===== src/rtl/mem_port_arbiter_if.sv =====
// Shared RAM port bundle: fetch handshake, data handshake and the RAM side.
// The arbiter takes the slave view; requesters/RAM model take the master view.
interface mem_port_arbiter_if;
  // fetch side
  logic        f_req_i;
  logic [63:0] f_addr_i;
  logic        f_done_o;
  logic [79:0] f_instr_o;
  logic        f_err_o;
  // data side
  logic        d_req_i;
  logic        d_we_i;
  logic [63:0] d_addr_i;
  logic [63:0] d_wdata_i;
  logic        d_done_o;
  logic [63:0] d_rdata_o;
  logic        d_err_o;
  // RAM side
  logic        mem_r_en_o;
  logic        mem_w_en_o;
  logic [63:0] mem_addr_o;
  logic [63:0] mem_wdata_o;
  logic [63:0] mem_rdata_i;
  logic        mem_error_i;

  modport slave (
    input  f_req_i, f_addr_i, d_req_i, d_we_i, d_addr_i, d_wdata_i,
           mem_rdata_i, mem_error_i,
    output f_done_o, f_instr_o, f_err_o, d_done_o, d_rdata_o, d_err_o,
           mem_r_en_o, mem_w_en_o, mem_addr_o, mem_wdata_o
  );

  modport master (
    output f_req_i, f_addr_i, d_req_i, d_we_i, d_addr_i, d_wdata_i,
           mem_rdata_i, mem_error_i,
    input  f_done_o, f_instr_o, f_err_o, d_done_o, d_rdata_o, d_err_o,
           mem_r_en_o, mem_w_en_o, mem_addr_o, mem_wdata_o
  );
endinterface


===== src/rtl/mem_port_arbiter.sv =====
// Single RAM port shared between instruction fetch and data access.
// Data wins arbitration unless fetch has been passed over STARVE_LIMIT
// times in a row. A fetch is two 64-bit reads assembled into 10 bytes.
module mem_port_arbiter #(
  parameter int unsigned STARVE_LIMIT = 4
) (
  input  logic             clk_i,
  input  logic             rst_n_i,
  mem_port_arbiter_if.slave bus
);

  typedef enum logic [1:0] {IDLE, DATA, FETCH0, FETCH1} state_t;

  localparam logic [3:0] LIMIT = 4'(STARVE_LIMIT);

  state_t      state, state_nxt;
  logic [3:0]  starve_cnt;
  logic        grant_d, grant_f;
  // One transaction in flight at a time, so fetch and data share the latches.
  logic        lat_we;
  logic [63:0] lat_addr;
  logic [63:0] lat_wdata;
  logic [63:0] beat0;
  logic        err0;

  // Grant decisions, only meaningful in IDLE.
  always_comb begin
    grant_f = (state == IDLE) && bus.f_req_i &&
              (!bus.d_req_i || (starve_cnt == LIMIT));
    grant_d = (state == IDLE) && bus.d_req_i && !grant_f;
  end

  // State register.
  always_ff @(posedge clk_i or negedge rst_n_i) begin
    if (!rst_n_i) state <= IDLE;
    else          state <= state_nxt;
  end

  // Next-state logic.
  always_comb begin
    state_nxt = state;
    case (state)
      IDLE:    if (grant_f)      state_nxt = FETCH0;
               else if (grant_d) state_nxt = DATA;
      DATA:    state_nxt = IDLE;
      FETCH0:  state_nxt = FETCH1;
      FETCH1:  state_nxt = IDLE;
      default: state_nxt = IDLE;
    endcase
  end

  // RAM port drive, purely from state so reset drops enables at once.
  always_comb begin
    bus.mem_r_en_o  = 1'b0;
    bus.mem_w_en_o  = 1'b0;
    bus.mem_addr_o  = '0;
    bus.mem_wdata_o = '0;
    case (state)
      DATA: begin
        bus.mem_addr_o = lat_addr;
        if (lat_we) begin
          bus.mem_w_en_o  = 1'b1;
          bus.mem_wdata_o = lat_wdata;
        end else begin
          bus.mem_r_en_o = 1'b1;
        end
      end
      FETCH0: begin
        bus.mem_r_en_o = 1'b1;
        bus.mem_addr_o = lat_addr;
      end
      FETCH1: begin
        bus.mem_r_en_o = 1'b1;
        bus.mem_addr_o = lat_addr + 64'd8;  // wraps modulo 2^64
      end
      default: ;
    endcase
  end

  // Request latching, starvation counter, beat capture and registered results.
  always_ff @(posedge clk_i or negedge rst_n_i) begin
    if (!rst_n_i) begin
      starve_cnt    <= '0;
      lat_we        <= 1'b0;
      lat_addr      <= '0;
      lat_wdata     <= '0;
      beat0         <= '0;
      err0          <= 1'b0;
      bus.d_done_o  <= 1'b0;
      bus.d_rdata_o <= '0;
      bus.d_err_o   <= 1'b0;
      bus.f_done_o  <= 1'b0;
      bus.f_instr_o <= '0;
      bus.f_err_o   <= 1'b0;
    end else begin
      bus.d_done_o <= 1'b0;
      bus.f_done_o <= 1'b0;

      if (grant_d) begin
        lat_we    <= bus.d_we_i;
        lat_addr  <= bus.d_addr_i;
        lat_wdata <= bus.d_wdata_i;
        // Only count grants that actually made fetch wait.
        if (bus.f_req_i && (starve_cnt < LIMIT)) starve_cnt <= starve_cnt + 4'd1;
      end
      if (grant_f) begin
        lat_we     <= 1'b0;
        lat_addr   <= bus.f_addr_i;
        starve_cnt <= '0;
      end

      case (state)
        DATA: begin
          bus.d_rdata_o <= lat_we ? 64'd0 : bus.mem_rdata_i;
          bus.d_err_o   <= bus.mem_error_i;
          bus.d_done_o  <= 1'b1;
        end
        FETCH0: begin
          beat0 <= bus.mem_rdata_i;
          err0  <= bus.mem_error_i;
        end
        FETCH1: begin
          // Errors never abort a fetch; both beats are always issued.
          bus.f_instr_o <= {bus.mem_rdata_i[15:0], beat0};
          bus.f_err_o   <= err0 | bus.mem_error_i;
          bus.f_done_o  <= 1'b1;
        end
        default: ;
      endcase
    end
  end

endmodule


===== src/flat_wrapper.sv =====
// flat-port wrapper written by rule: the top's interface ports become plain ports
module mem_port_arbiter_flat 
#(
  parameter int unsigned STARVE_LIMIT = 4
)
  (clk_i, rst_n_i, bus_f_req_i, bus_f_addr_i, bus_d_req_i, bus_d_we_i, bus_d_addr_i, bus_d_wdata_i, bus_mem_rdata_i, bus_mem_error_i, bus_f_done_o, bus_f_instr_o, bus_f_err_o, bus_d_done_o, bus_d_rdata_o, bus_d_err_o, bus_mem_r_en_o, bus_mem_w_en_o, bus_mem_addr_o, bus_mem_wdata_o);
  mem_port_arbiter_if bus_i ();
  input  logic clk_i;
  input  logic rst_n_i;
  input wire logic [$bits(bus_i.f_req_i)-1:0] bus_f_req_i;
  input wire logic [$bits(bus_i.f_addr_i)-1:0] bus_f_addr_i;
  input wire logic [$bits(bus_i.d_req_i)-1:0] bus_d_req_i;
  input wire logic [$bits(bus_i.d_we_i)-1:0] bus_d_we_i;
  input wire logic [$bits(bus_i.d_addr_i)-1:0] bus_d_addr_i;
  input wire logic [$bits(bus_i.d_wdata_i)-1:0] bus_d_wdata_i;
  input wire logic [$bits(bus_i.mem_rdata_i)-1:0] bus_mem_rdata_i;
  input wire logic [$bits(bus_i.mem_error_i)-1:0] bus_mem_error_i;
  output wire logic [$bits(bus_i.f_done_o)-1:0] bus_f_done_o;
  output wire logic [$bits(bus_i.f_instr_o)-1:0] bus_f_instr_o;
  output wire logic [$bits(bus_i.f_err_o)-1:0] bus_f_err_o;
  output wire logic [$bits(bus_i.d_done_o)-1:0] bus_d_done_o;
  output wire logic [$bits(bus_i.d_rdata_o)-1:0] bus_d_rdata_o;
  output wire logic [$bits(bus_i.d_err_o)-1:0] bus_d_err_o;
  output wire logic [$bits(bus_i.mem_r_en_o)-1:0] bus_mem_r_en_o;
  output wire logic [$bits(bus_i.mem_w_en_o)-1:0] bus_mem_w_en_o;
  output wire logic [$bits(bus_i.mem_addr_o)-1:0] bus_mem_addr_o;
  output wire logic [$bits(bus_i.mem_wdata_o)-1:0] bus_mem_wdata_o;
  assign bus_i.f_req_i = bus_f_req_i;
  assign bus_i.f_addr_i = bus_f_addr_i;
  assign bus_i.d_req_i = bus_d_req_i;
  assign bus_i.d_we_i = bus_d_we_i;
  assign bus_i.d_addr_i = bus_d_addr_i;
  assign bus_i.d_wdata_i = bus_d_wdata_i;
  assign bus_i.mem_rdata_i = bus_mem_rdata_i;
  assign bus_i.mem_error_i = bus_mem_error_i;
  assign bus_f_done_o = bus_i.f_done_o;
  assign bus_f_instr_o = bus_i.f_instr_o;
  assign bus_f_err_o = bus_i.f_err_o;
  assign bus_d_done_o = bus_i.d_done_o;
  assign bus_d_rdata_o = bus_i.d_rdata_o;
  assign bus_d_err_o = bus_i.d_err_o;
  assign bus_mem_r_en_o = bus_i.mem_r_en_o;
  assign bus_mem_w_en_o = bus_i.mem_w_en_o;
  assign bus_mem_addr_o = bus_i.mem_addr_o;
  assign bus_mem_wdata_o = bus_i.mem_wdata_o;
  mem_port_arbiter #(.STARVE_LIMIT(STARVE_LIMIT)) u_core (.clk_i(clk_i), .rst_n_i(rst_n_i), .bus(bus_i));
endmodule

===== config.mk =====
export PLATFORM = sky130hd
export DESIGN_NAME = mem_port_arbiter_flat
export DESIGN_NICKNAME = d
export VERILOG_FILES = /design/src/rtl/mem_port_arbiter_if.sv /design/src/rtl/mem_port_arbiter.sv /design/src/flat_wrapper.sv
export SDC_FILE = /design/constraint.sdc
export NUM_CORES = 1
export LEC_CHECK = 0
export CAP_MARGIN = 15
export CORE_MARGIN = 1
export CORE_UTILIZATION = 25
export CTS_BUF_LIST = sky130_fd_sc_hd__clkbuf_2
export CTS_CLUSTER_SIZE = 8
export DETAILED_ROUTE_END_ITERATION = 6
export MAX_ROUTING_LAYER = met4
export PLACE_DENSITY = 0.52
export SYNTH_ARGS = -nofsm -noshare
export SYNTH_HDL_FRONTEND = slang
export SYNTH_SLANG_ARGS = --single-unit
export TNS_END_PERCENT = 20

===== constraint.sdc =====
create_clock -name clk_i -period 4.1 [get_ports clk_i]
set_input_delay 0.82 -clock clk_i [delete_from_list [all_inputs] [get_ports clk_i]]
set_output_delay 0.82 -clock clk_i [all_outputs]
set_load 0.01 [all_outputs]

==> impl_metrics.env, run 1 <==
export IMPL_outcome="finished with violations"
export IMPL_violations="setup timing"
export IMPL_slowest_stage="clkdlybuf4s50_1"
export IMPL_slowest_delay_ns=0.61
export IMPL_cp_max_fo=8
export IMPL_r2r_start="u_core.starve_cnt[0]"
export IMPL_maxSlewHeadroom_pct=38.7
export IMPL_rows=93
export IMPL_path_delay_family="simple AND/OR/NAND/NOR gates"
export IMPL_grt_setup_unrepaired="yes"
export IMPL_drtAntennaViolNets=0
export IMPL_startpoint="u_core.lat_addr[5]"
export IMPL_async_flop_share_pct=100
export IMPL_worstPathRequired_ns=3.28
export IMPL_synth_adder_area_share_pct=0.615
export IMPL_grt_pass1_wl_um=93600
export IMPL_start_kind="flip-flop"
export IMPL_nets=2431
export IMPL_period_share_pct=102
export IMPL_holdCritStartpoint="bus_mem_rdata_i[48]"
export IMPL_clock_skew_ns=0.127
export IMPL_drt_iter0_markers=717
export IMPL_clk_pin_slew_ns=0.10
export IMPL_synthFlopType="dfrtp_1"
export IMPL_numCtsBuffers=99
export IMPL_synth_top_family_by_area="multiplexers"
export IMPL_synthesis_nets=1772
export IMPL_antenna_found_initial=9
export IMPL_tns_ns=-0.412
export IMPL_ys_warn_count=0
export IMPL_grt_overflow=0
export IMPL_dp_hpwl_um=41600
export IMPL_dr_wl_met3_um=4720
export IMPL_die_w_um=257
export IMPL_grt_pass1_vias=15500
export IMPL_crit_chain="nand3_2 > nor3_1 > a41oi_1 > nor3_1 > clkdlybuf4s50_1"
export IMPL_die_h_um=257
export IMPL_r2r_cells=8
export IMPL_criticalPathCategory="reg -> out"
export IMPL_worstPathArrival_ns=3.37
export IMPL_holdWs_ns=0.264
export IMPL_power_density_mw_per_mm2=706
export IMPL_fmax_mhz=239
export IMPL_wl_um=61400
export IMPL_syn_avg_cell_area_um2=10.8
export IMPL_dr_wl_met2_um=29400
export IMPL_drtPass1Iterations=7
export IMPL_finalNonFillerCells=3095
export IMPL_hold_path_depth=3
export IMPL_ctsRootBufferMaster="clkbuf_2"
export IMPL_initial_utilization_pct=25.3
export IMPL_cts_buffer_depth=3
export IMPL_synth_edf_count=0
export IMPL_clock_latency_ns=1.14
export IMPL_syn_area_mm2=0.0163
export IMPL_drive_above_1_share_pct=29.4
export IMPL_cp_end_kind="primary output"
export IMPL_dp_cells=2828
export IMPL_grt_max_degree=136
export IMPL_ys_seq_area_share_pct=53.5
export IMPL_leakage_uw=0.0110
export IMPL_ys_ff_latch=348
export IMPL_htreeDepth=3
export IMPL_period_minus_slack_ns=4.19
export IMPL_vias=14700
export IMPL_vias_per_cell=4.76
export IMPL_portBuffers=539
export IMPL_setup_viol=8
export IMPL_synth_simple_area_share_pct=13.4
export IMPL_cp_num_buf_inv=1
export IMPL_wl_met1_um=25200
export IMPL_drc=0
export IMPL_worst_hold_path_type="in -> reg"
export IMPL_gr_usage_all_layers_pct=18.8
export IMPL_place_congestion=0.901
export IMPL_clock_sinks=348
export IMPL_tritoncts="yes"
export IMPL_num_io_pins=540
export IMPL_crit_top_cell="nor3_1"
export IMPL_synth_cell_types=50
export IMPL_synthCells=1502
export IMPL_fin_ws_ns=-0.0905
export IMPL_pre_cts_slack_ns=0.346
export IMPL_syn_to_final_growth_pct=53.3
export IMPL_synth_compound_area_share_pct=9.25
export IMPL_slew_viol_final=0
export IMPL_wire_per_inst_um=19.8
export IMPL_utilization_pct=38.8
export IMPL_top_layer="met4"
export IMPL_coreArea_mm2=0.0643
export IMPL_hold_violations=0
export IMPL_ir_drop_mv=0.304
export IMPL_synth_area_mux_share_pct=18.7
export IMPL_die_area_mm2=0.0661
export IMPL_max_cap_violations=0
export IMPL_synth_xor_area_share_pct=0.0538
export IMPL_tightest_slew_ns=0.919
export IMPL_crit_cells=5
[what timing repair did]
item / CTS / global route
resized for setup: 232 / 92
endpoints found under the hold margin: 88 / 0
hold buffers: 1 / 0
pin swaps: 41 / 29
setup buffers: 71 / 16
setup endpoints to repair: 127 / 69
[worst min-delay path, delay by kind of cell]
family | cells | cell delay (ns)
and+or+nand+nor | 1 | 0.06
buffers and inverters | 1 | 0.42
AOI/OAI and AO/OA | 1 | 0.06
[cells in the final DEF, fill, tap and decap left out, types with 6 or more instances in the layout]
master           netlist  layout
a21oi_1               30      23
a21oi_2                0       6
a31oi_1               17      17
a41oi_1               11      11
and3_1                71      69
buf_12                 0      10
buf_2                 15      13
buf_4                  1      93
buf_6                  0      35
clkbuf_2               0     157
clkdlybuf4s50_1        0     482
clkinv_1               1      10
dfrtp_1              348     317
dfrtp_2                0      31
diode_2                0      12
dlygate4sd2_1          0      12
dlymetal6s2s_1         0       9
inv_1                 77      75
mux2_2               211     211
mux2i_1               67      67
nand2_1              181     177
nand3_1               35      18
nand3_2                0      12
nand4_1               27      27
nor2_1                23      18
nor3_1                13       9
nor4_4                 2       6
o211ai_1              18      18
o21ai_0              154     151
or3_1                  8       8
or4_1                 19       8
or4_4                  0      11
[path summary, 6_finish.rpt]
kind | end | slack [ns]
min in group asynchronous | u_core.bus.d_rdata_o[30] | 0.32
worst min-delay path | u_core.bus.d_rdata_o[48] | 0.26
worst max register to register | u_core.lat_wdata[50] | 1.69
worst min register to register | u_core.bus.f_instr_o[55] | 0.42
max in group asynchronous | u_core.lat_addr[4] | 2.72
worst max-delay path | bus_mem_addr_o[14] | -0.09
[registers in the layout (all words and copies together), names as in the netlist]
signal / count
u_core.bus.f_instr_o: 80
u_core.beat0: 64
u_core.bus.d_rdata_o: 64
u_core.lat_addr: 64
u_core.lat_wdata: 64
u_core.starve_cnt: 4
u_core.state: 2
u_core.bus.d_done_o: 1
u_core.bus.d_err_o: 1
u_core.bus.f_done_o: 1
u_core.bus.f_err_o: 1
u_core.err0: 1
u_core.lat_we: 1
[synthesized netlist by cell type, drive strengths merged, types with 6 or more instances]
cell / n / area share, %
dfrtp: 348 / 53
mux2: 211 / 15
nand2: 181 / 4.2
o21ai: 155 / 4.8
clkbuf: 81 / 1.9
inv: 77 / 1.8
and3: 71 / 2.7
mux2i: 67 / 4.1
nand3: 35 / 1.1
nand4: 32 / 1.5
a21oi: 30 / 0.92
buf: 30 / 0.83
nor2: 23 / 0.53
or4: 19 / 0.88
o211ai: 18 / 0.83
a31oi: 17 / 0.65
nor3: 13 / 0.40
a41oi: 11 / 0.59
ha: 8 / 0.61
nor4: 8 / 0.57
or3: 8 / 0.31
o41ai: 6 / 0.32
[final cells by class]
| class | count | area [um^2] |
|---|---|---|
| multi-input combinational | 965 | 7380 |
| clock inverter | 18 | 164 |
| fill | 6355 | 39400 |
| inverter | 78 | 300 |
| antenna | 12 | 30.0 |
| sequential | 348 | 8750 |
| timing repair buffer | 669 | 6520 |
| clock buffer | 150 | 751 |
| tap | 855 | 1070 |
[metrics by stage]
step / instance area (um^2) / power [uW]
global placement: 22800 / 14300
CTS: 24600 / 17600
global route: 25000 / 18800
floorplan: 16300 / 10200
detailed placement: 22800 / 14400
finish: 25000 / 17600
[where the power goes]
group          total [uW]  switching [uW]  internal (uW)
logic                8540            4140           4400
registers            6370            1200           5170
clock network        2700            1580           1110
total               17600            6930          10700
[layer usage]
metal  global-route usage [%]  vias to the layer above
met1                     22.3                     7271
met2                     29.6                      605
met5                        -                        -
met3                     5.78                      154
li1                         -                     6701
met4                     7.14                        0
[logic make-up (layout without fill, tap and decap cells)]
kind of cell / count (synthesis) / after routing
other cells: 0 / 12
xor+xnor: 1 / 1
flops: 348 / 348
mux: 278 / 278
compound gates: 260 / 260
fa+ha+maj: 8 / 8
buf+inv: 189 / 915
simple gates: 418 / 418
No activity file was read; power rests on OpenSTA's default activity.
==> inputs of run 2 (changes only) <==
--- a/config.mk
+++ b/config.mk
@@ -6,7 +6,7 @@
 export NUM_CORES = 1
 export LEC_CHECK = 0
 export CAP_MARGIN = 15
-export CORE_MARGIN = 1
+export CORE_MARGIN = 3
 export CORE_UTILIZATION = 25
 export CTS_BUF_LIST = sky130_fd_sc_hd__clkbuf_2
 export CTS_CLUSTER_SIZE = 8
==> run 2 against run 1 <==
The run now ends clean. Clock-buffer cell count unchanged. Power down 0.66%. Sequential power about the same. Routed wire length up 1.2%. Largest cell class unchanged. Die area up 3.1%. Register-to-register slack worse by 0.05 ns. Maximum frequency up 2.3%. Sequential share of layout area up 0.21 points. Global-route usage down 0.70 points. Largest power group unchanged. Highest routed layer unchanged. Clock skew down 0.056 ns. Cell count down 0.61%. Hold slack better by 0.073 ns.
==> impl_metrics.env, run 2 (synthesized netlist as in run 1, its figures left out) <==
export IMPL_initial_utilization_pct=25.5
export IMPL_outcome="completed"
export IMPL_dp_hpwl_um=42900
export IMPL_num_io_pins=540
export IMPL_nets=2411
export IMPL_tightest_slew_ns=0.915
export IMPL_cts_buffer_depth=3
export IMPL_grt_setup_unrepaired="yes"
export IMPL_worst_hold_path_type="in -> reg"
export IMPL_numCtsBuffers=99
export IMPL_worstPathArrival_ns=3.28
export IMPL_fmax_mhz=244
export IMPL_syn_to_final_growth_pct=52.5
export IMPL_ir_drop_mv=0.233
export IMPL_wire_per_inst_um=20.2
export IMPL_top_layer="met4"
export IMPL_die_h_um=261
export IMPL_slew_viol_final=0
export IMPL_dr_wl_met2_um=30200
export IMPL_clk_pin_slew_ns=0.11
export IMPL_largest_reg_flops=80
export IMPL_fin_area_mm2=0.0248
export IMPL_worstPathRequired_ns=3.28
export IMPL_cp_end_kind="primary output"
export IMPL_final_common_cell="clkdlybuf4s50_1"
export IMPL_maxSlewHeadroom_pct=39.0
export IMPL_total_power_uw=17500
export IMPL_wl_met1_um=24600
export IMPL_cp_max_fo=3
export IMPL_grt_max_degree=111
export IMPL_max_cap_violations=0
export IMPL_drt_iter0_markers=696
export IMPL_die_w_um=261
export IMPL_period_share_pct=99.9
export IMPL_portBuffers=539
export IMPL_htreeDepth=3
export IMPL_criticalPathCategory="reg -> out"
export IMPL_drtAntennaViolNets=0
export IMPL_dr_wl_met3_um=5520
export IMPL_place_congestion=0.865
export IMPL_fillCellCount=6297
export IMPL_die_area_mm2=0.0682
export IMPL_grt_pass1_vias=15200
export IMPL_power_density_mw_per_mm2=705
export IMPL_clock_skew_ns=0.0709
export IMPL_grt_pass1_wl_um=91900
export IMPL_ctsRootBufferMaster="clkbuf_2"
export IMPL_gr_usage_all_layers_pct=18.1
export IMPL_start_kind="flip-flop"
export IMPL_antenna_found_initial=18
export IMPL_wl_um=62200
export IMPL_drive_above_1_share_pct=28.7
export IMPL_clock_latency_ns=1.05
export IMPL_drtPass1Iterations=5
export IMPL_hold_violations=0
export IMPL_vias_per_cell=4.73
export IMPL_placed_area_mm2=0.0227
export IMPL_regMostFlops="u_core.bus.f_instr_o"
export IMPL_period_minus_slack_ns=4.10
export IMPL_setup_viol=0
export IMPL_tritoncts="yes"
export IMPL_clock_sinks=348
export IMPL_utilization_pct=38.9
export IMPL_drc=0
export IMPL_coreArea_mm2=0.0638
export IMPL_layout_common_cells="clkdlybuf4s50_1, dfrtp_1, mux2_2"
export IMPL_rows=92
export IMPL_vias=14500
export IMPL_grt_overflow=0
export IMPL_leakage_uw=0.0113
[run 2: cell count changes in the layout (fill, tap and decap cells not counted), sizes merged, moves of 2 or more]
cell | previous run | this run
buf | 152 | 130
clkdlybuf4s50 | 482 | 460
clkinv | 14 | 17
diode | 12 | 17
inv | 80 | 82
dlymetal6s2s | 9 | 33
[run 2: per-layer routing]
metal / vias up / track usage (%)
li1: 6684 / -
met1: 7151 / 20.4
met2: 585 / 29.3
met3: 121 / 6.17
met4: 0 / 7.30
met5: - / -
[run 2: final timing paths]
kind | start | end | slack [ns] | cells after the start
max | u_core.lat_addr[22] | bus_mem_addr_o[41] | 0.003 | 7
min | bus_f_addr_i[39] | u_core.lat_addr[39] | 0.34 | 3
max reg2reg | u_core.state[0] | u_core.bus.f_instr_o[5] | 1.64 | 5
min reg2reg | u_core.beat0[14] | u_core.bus.f_instr_o[14] | 0.46 | 1
max in group asynchronous | rst_n_i | u_core.state[0] | 2.65 | 3
min in group asynchronous | rst_n_i | u_core.bus.f_instr_o[18] | 0.38 | 2
[run 2: final cells by class]
cell class | instances | area, um^2 | share of cell area [%]
antenna | 17 | 42.5 | 0.171
clock buffer | 150 | 751 | 3.02
clock inverter | 23 | 148 | 0.595
inverter | 78 | 295 | 1.19
multi-input combinational | 965 | 7390 | 29.8
sequential | 348 | 8750 | 35.3
tap | 846 | 1060 | 4.26
timing repair buffer | 649 | 6390 | 25.7
[run 2: power by group]
part | internal, uW | switching (uW) | total [uW]
sequential | 5170 | 1220 | 6390
combinational | 4360 | 4140 | 8500
clock | 1050 | 1560 | 2610
total | 10600 | 6910 | 17500
[run 2: worst max-delay path, stage by stage (launching register included)]
cell and delay [ns]:
dfrtp_1 0.38, nand4_1 0.14, buf_4 0.18, or4_4 0.44, or4b_4 0.56, or3_4 0.35, o21ai_2 0.08, buf_2 0.16
[run 2: per-stage QoR]
| step | TNS, ns | setup slack [ns] | hold WS, ns | instances |
|---|---|---|---|---|
| 3_3_place_gp | 0 | 0.405 | 0.481 | 2815 |
| 6_report | 0 | 0.00343 | 0.337 | 3076 |
| 5_1_grt | -3.05 | -0.222 | 0.183 | 3075 |
| 4_1_cts | -7.72 | -0.255 | 0.0905 | 3043 |
| 3_5_place_dp | 0 | 0.370 | 0.485 | 2815 |
| 2_1_floorplan | 0 | 1.13 | 0.472 | 1502 |
[run 2: repair_timing]
| action | CTS | global route |
|---|---|---|
| hold endpoints to repair | 72 | 0 |
| hold buffers | 1 | 0 |
| setup buffers | 54 | 16 |
| gates resized for setup | 210 | 107 |
| pin swaps | 19 | 14 |
| endpoints found under the setup margin | 110 | 102 |
==> inputs of run 3 (changes only) <==
--- a/config.mk
+++ b/config.mk
@@ -6,13 +6,15 @@
 export NUM_CORES = 1
 export LEC_CHECK = 0
 export CAP_MARGIN = 15
+export CELL_PAD_IN_SITES_DETAIL_PLACEMENT = 0
+export CELL_PAD_IN_SITES_GLOBAL_PLACEMENT = 1
 export CORE_MARGIN = 3
 export CORE_UTILIZATION = 25
 export CTS_BUF_LIST = sky130_fd_sc_hd__clkbuf_2
 export CTS_CLUSTER_SIZE = 8
 export DETAILED_ROUTE_END_ITERATION = 6
 export MAX_ROUTING_LAYER = met4
-export PLACE_DENSITY = 0.52
+export PLACE_DENSITY = 0.64
 export SYNTH_ARGS = -nofsm -noshare
 export SYNTH_HDL_FRONTEND = slang
 export SYNTH_SLANG_ARGS = --single-unit
==> run 3 against run 2 <==
The flow now finishes with violations (setup timing). Routed wire length grew 1.7%. Cell count grew 1.1%. Sequential share of layout area shrank 0.36 points. Sequential power is essentially flat. Critical path type unchanged. Critical endpoint is now bus_mem_addr_o[42].
==> impl_metrics.env, run 3 (synthesized netlist as in run 1, its figures left out) <==
export IMPL_outcome="finished with violations"
export IMPL_violations="setup timing"
export IMPL_criticalPathCategory="reg -> out"
export IMPL_die_h_um=261
export IMPL_clock_latency_ns=1.10
export IMPL_tritoncts="yes"
export IMPL_drt_iter0_markers=724
export IMPL_vias=14700
export IMPL_grt_max_degree=92
export IMPL_clk_pin_slew_ns=0.11
export IMPL_finalNonFillerCells=3111
export IMPL_clock_sinks=348
export IMPL_grt_pass1_wl_um=93800
export IMPL_worst_hold_path_type="in -> reg"
export IMPL_portBuffers=539
export IMPL_grt_pass1_vias=15300
export IMPL_coreArea_mm2=0.0638
export IMPL_cp_end_kind="primary output"
export IMPL_antenna_found_initial=10
export IMPL_wl_um=63200
export IMPL_grt_setup_unrepaired="yes"
export IMPL_drc=0
export IMPL_dp_cells=2818
export IMPL_final_common_cell="clkdlybuf4s50_1"
export IMPL_numCtsBuffers=99
export IMPL_clock_skew_ns=0.0893
export IMPL_gr_usage_all_layers_pct=18.3
export IMPL_initial_utilization_pct=25.5
export IMPL_period_minus_slack_ns=4.24
export IMPL_regMostFlops="u_core.bus.f_instr_o"
export IMPL_vias_per_cell=4.71
export IMPL_drive_above_1_share_pct=30.4
export IMPL_max_cap_violations=0
export IMPL_wire_per_inst_um=20.3
export IMPL_slowest_stage="or4_1"
export IMPL_drtPass1Iterations=7
export IMPL_setup_viol=10
export IMPL_placed_area_mm2=0.0227
export IMPL_cp_max_fo=10
export IMPL_grt_overflow=0
export IMPL_hold_violations=0
export IMPL_dp_hpwl_um=42700
export IMPL_num_io_pins=540
export IMPL_crit_chain="nand4_1 > buf_6 > nor4_4 > buf_4 > nand4_1 > buf_6 > or4_1 > o211ai_1 > buf_2"
export IMPL_period_share_pct=103
export IMPL_start_kind="flip-flop"
export IMPL_rows=92
export IMPL_slew_viol_final=0
export IMPL_slowest_delay_ns=0.41
export IMPL_fin_ws_ns=-0.136
export IMPL_htreeDepth=3
export IMPL_largest_reg_flops=80
export IMPL_fin_area_mm2=0.0251
export IMPL_fmax_mhz=236
export IMPL_ctsRootBufferMaster="clkbuf_2"
export IMPL_leakage_uw=0.0113
export IMPL_syn_to_final_growth_pct=53.9
export IMPL_nets=2446
export IMPL_path_delay_family="simple AND/OR/NAND/NOR gates"
export IMPL_worstPathArrival_ns=3.42
export IMPL_drtAntennaViolNets=0
export IMPL_power_density_mw_per_mm2=701
export IMPL_ir_drop_mv=0.331
export IMPL_cts_buffer_depth=3
export IMPL_layout_common_cells="clkdlybuf4s50_1, dfrtp_1, mux2_2"
export IMPL_tightest_slew_ns=1.05
export IMPL_worstPathRequired_ns=3.28
export IMPL_place_congestion=0.885
export IMPL_die_w_um=261
export IMPL_tns_ns=-0.672
export IMPL_die_area_mm2=0.0682
export IMPL_cp_num_buf_inv=4
export IMPL_maxSlewHeadroom_pct=30.2
[run 3: where the power goes]
part | internal, uW | leakage, uW | total (uW) | switching (uW)
combinational | 4370 | 0.00641 | 8550 | 4180
sequential | 5160 | 0.00416 | 6370 | 1200
clock | 1030 | 0.000703 | 2650 | 1620
[run 3: layout make-up]
cell class / count / area (um^2)
Fill cell: 6304 / 38700
Sequential cell: 348 / 8740
Multi-Input combinational cell: 965 / 7410
Timing Repair Buffer: 684 / 6590
Tap cell: 846 / 1060
Clock buffer: 154 / 771
Inverter: 78 / 304
Clock inverter: 20 / 144
Antenna cell: 16 / 40.0
[run 3: final timing paths]
kind | cells after the start | slack, ns | start | to
min in group asynchronous | 2 | 0.37 | rst_n_i | u_core.lat_addr[25]
worst max-delay path | 9 | -0.14 | u_core.lat_addr[22] | bus_mem_addr_o[42]
worst min-delay path | 3 | 0.28 | bus_f_addr_i[45] | u_core.lat_addr[45]
worst min register to register | 1 | 0.42 | u_core.beat0[55] | u_core.bus.f_instr_o[55]
max in group asynchronous | 4 | 2.61 | rst_n_i | u_core.beat0[23]
worst max register to register | 6 | 1.65 | u_core.state[0] | u_core.lat_wdata[49]
[run 3: per-stage QoR]
stage                     power, uW  hold slack (ns)  setup slack [ns]  util, %
after floorplan               10200            0.472              1.13        -
after global placement        14200            0.480             0.381     35.6
after detailed placement      14400            0.485             0.311     35.6
after CTS                     17600           0.0599            -0.263     38.6
after global routing          18800           0.0644            -0.417     39.3
final                         17600            0.278            -0.136     39.3
[run 3: tightest hold or removal path, stage by stage]
cell and delay (ns):
clkdlybuf4s50_1 0.40, nand2_1 0.05, o21ai_0 0.07
[run 3: routing by layer]
layer | vias to the layer above | GRT usage, % | share of wire, %
met5 | - | - | 0
met4 | 0 | 6.65 | 3.0
met3 | 139 | 5.69 | 7.9
met2 | 576 | 30.1 | 50
met1 | 7200 | 21.0 | 39
li1 | 6743 | - | -
[run 3: what timing repair did]
action	4_1_cts	5_1_grt
gates resized for setup	258	104
endpoints found under the hold margin	82	0
hold buffers	1	0
pin swaps	39	35
endpoints found under the setup margin	130	89
buffers inserted	71	33
cloned	0	1
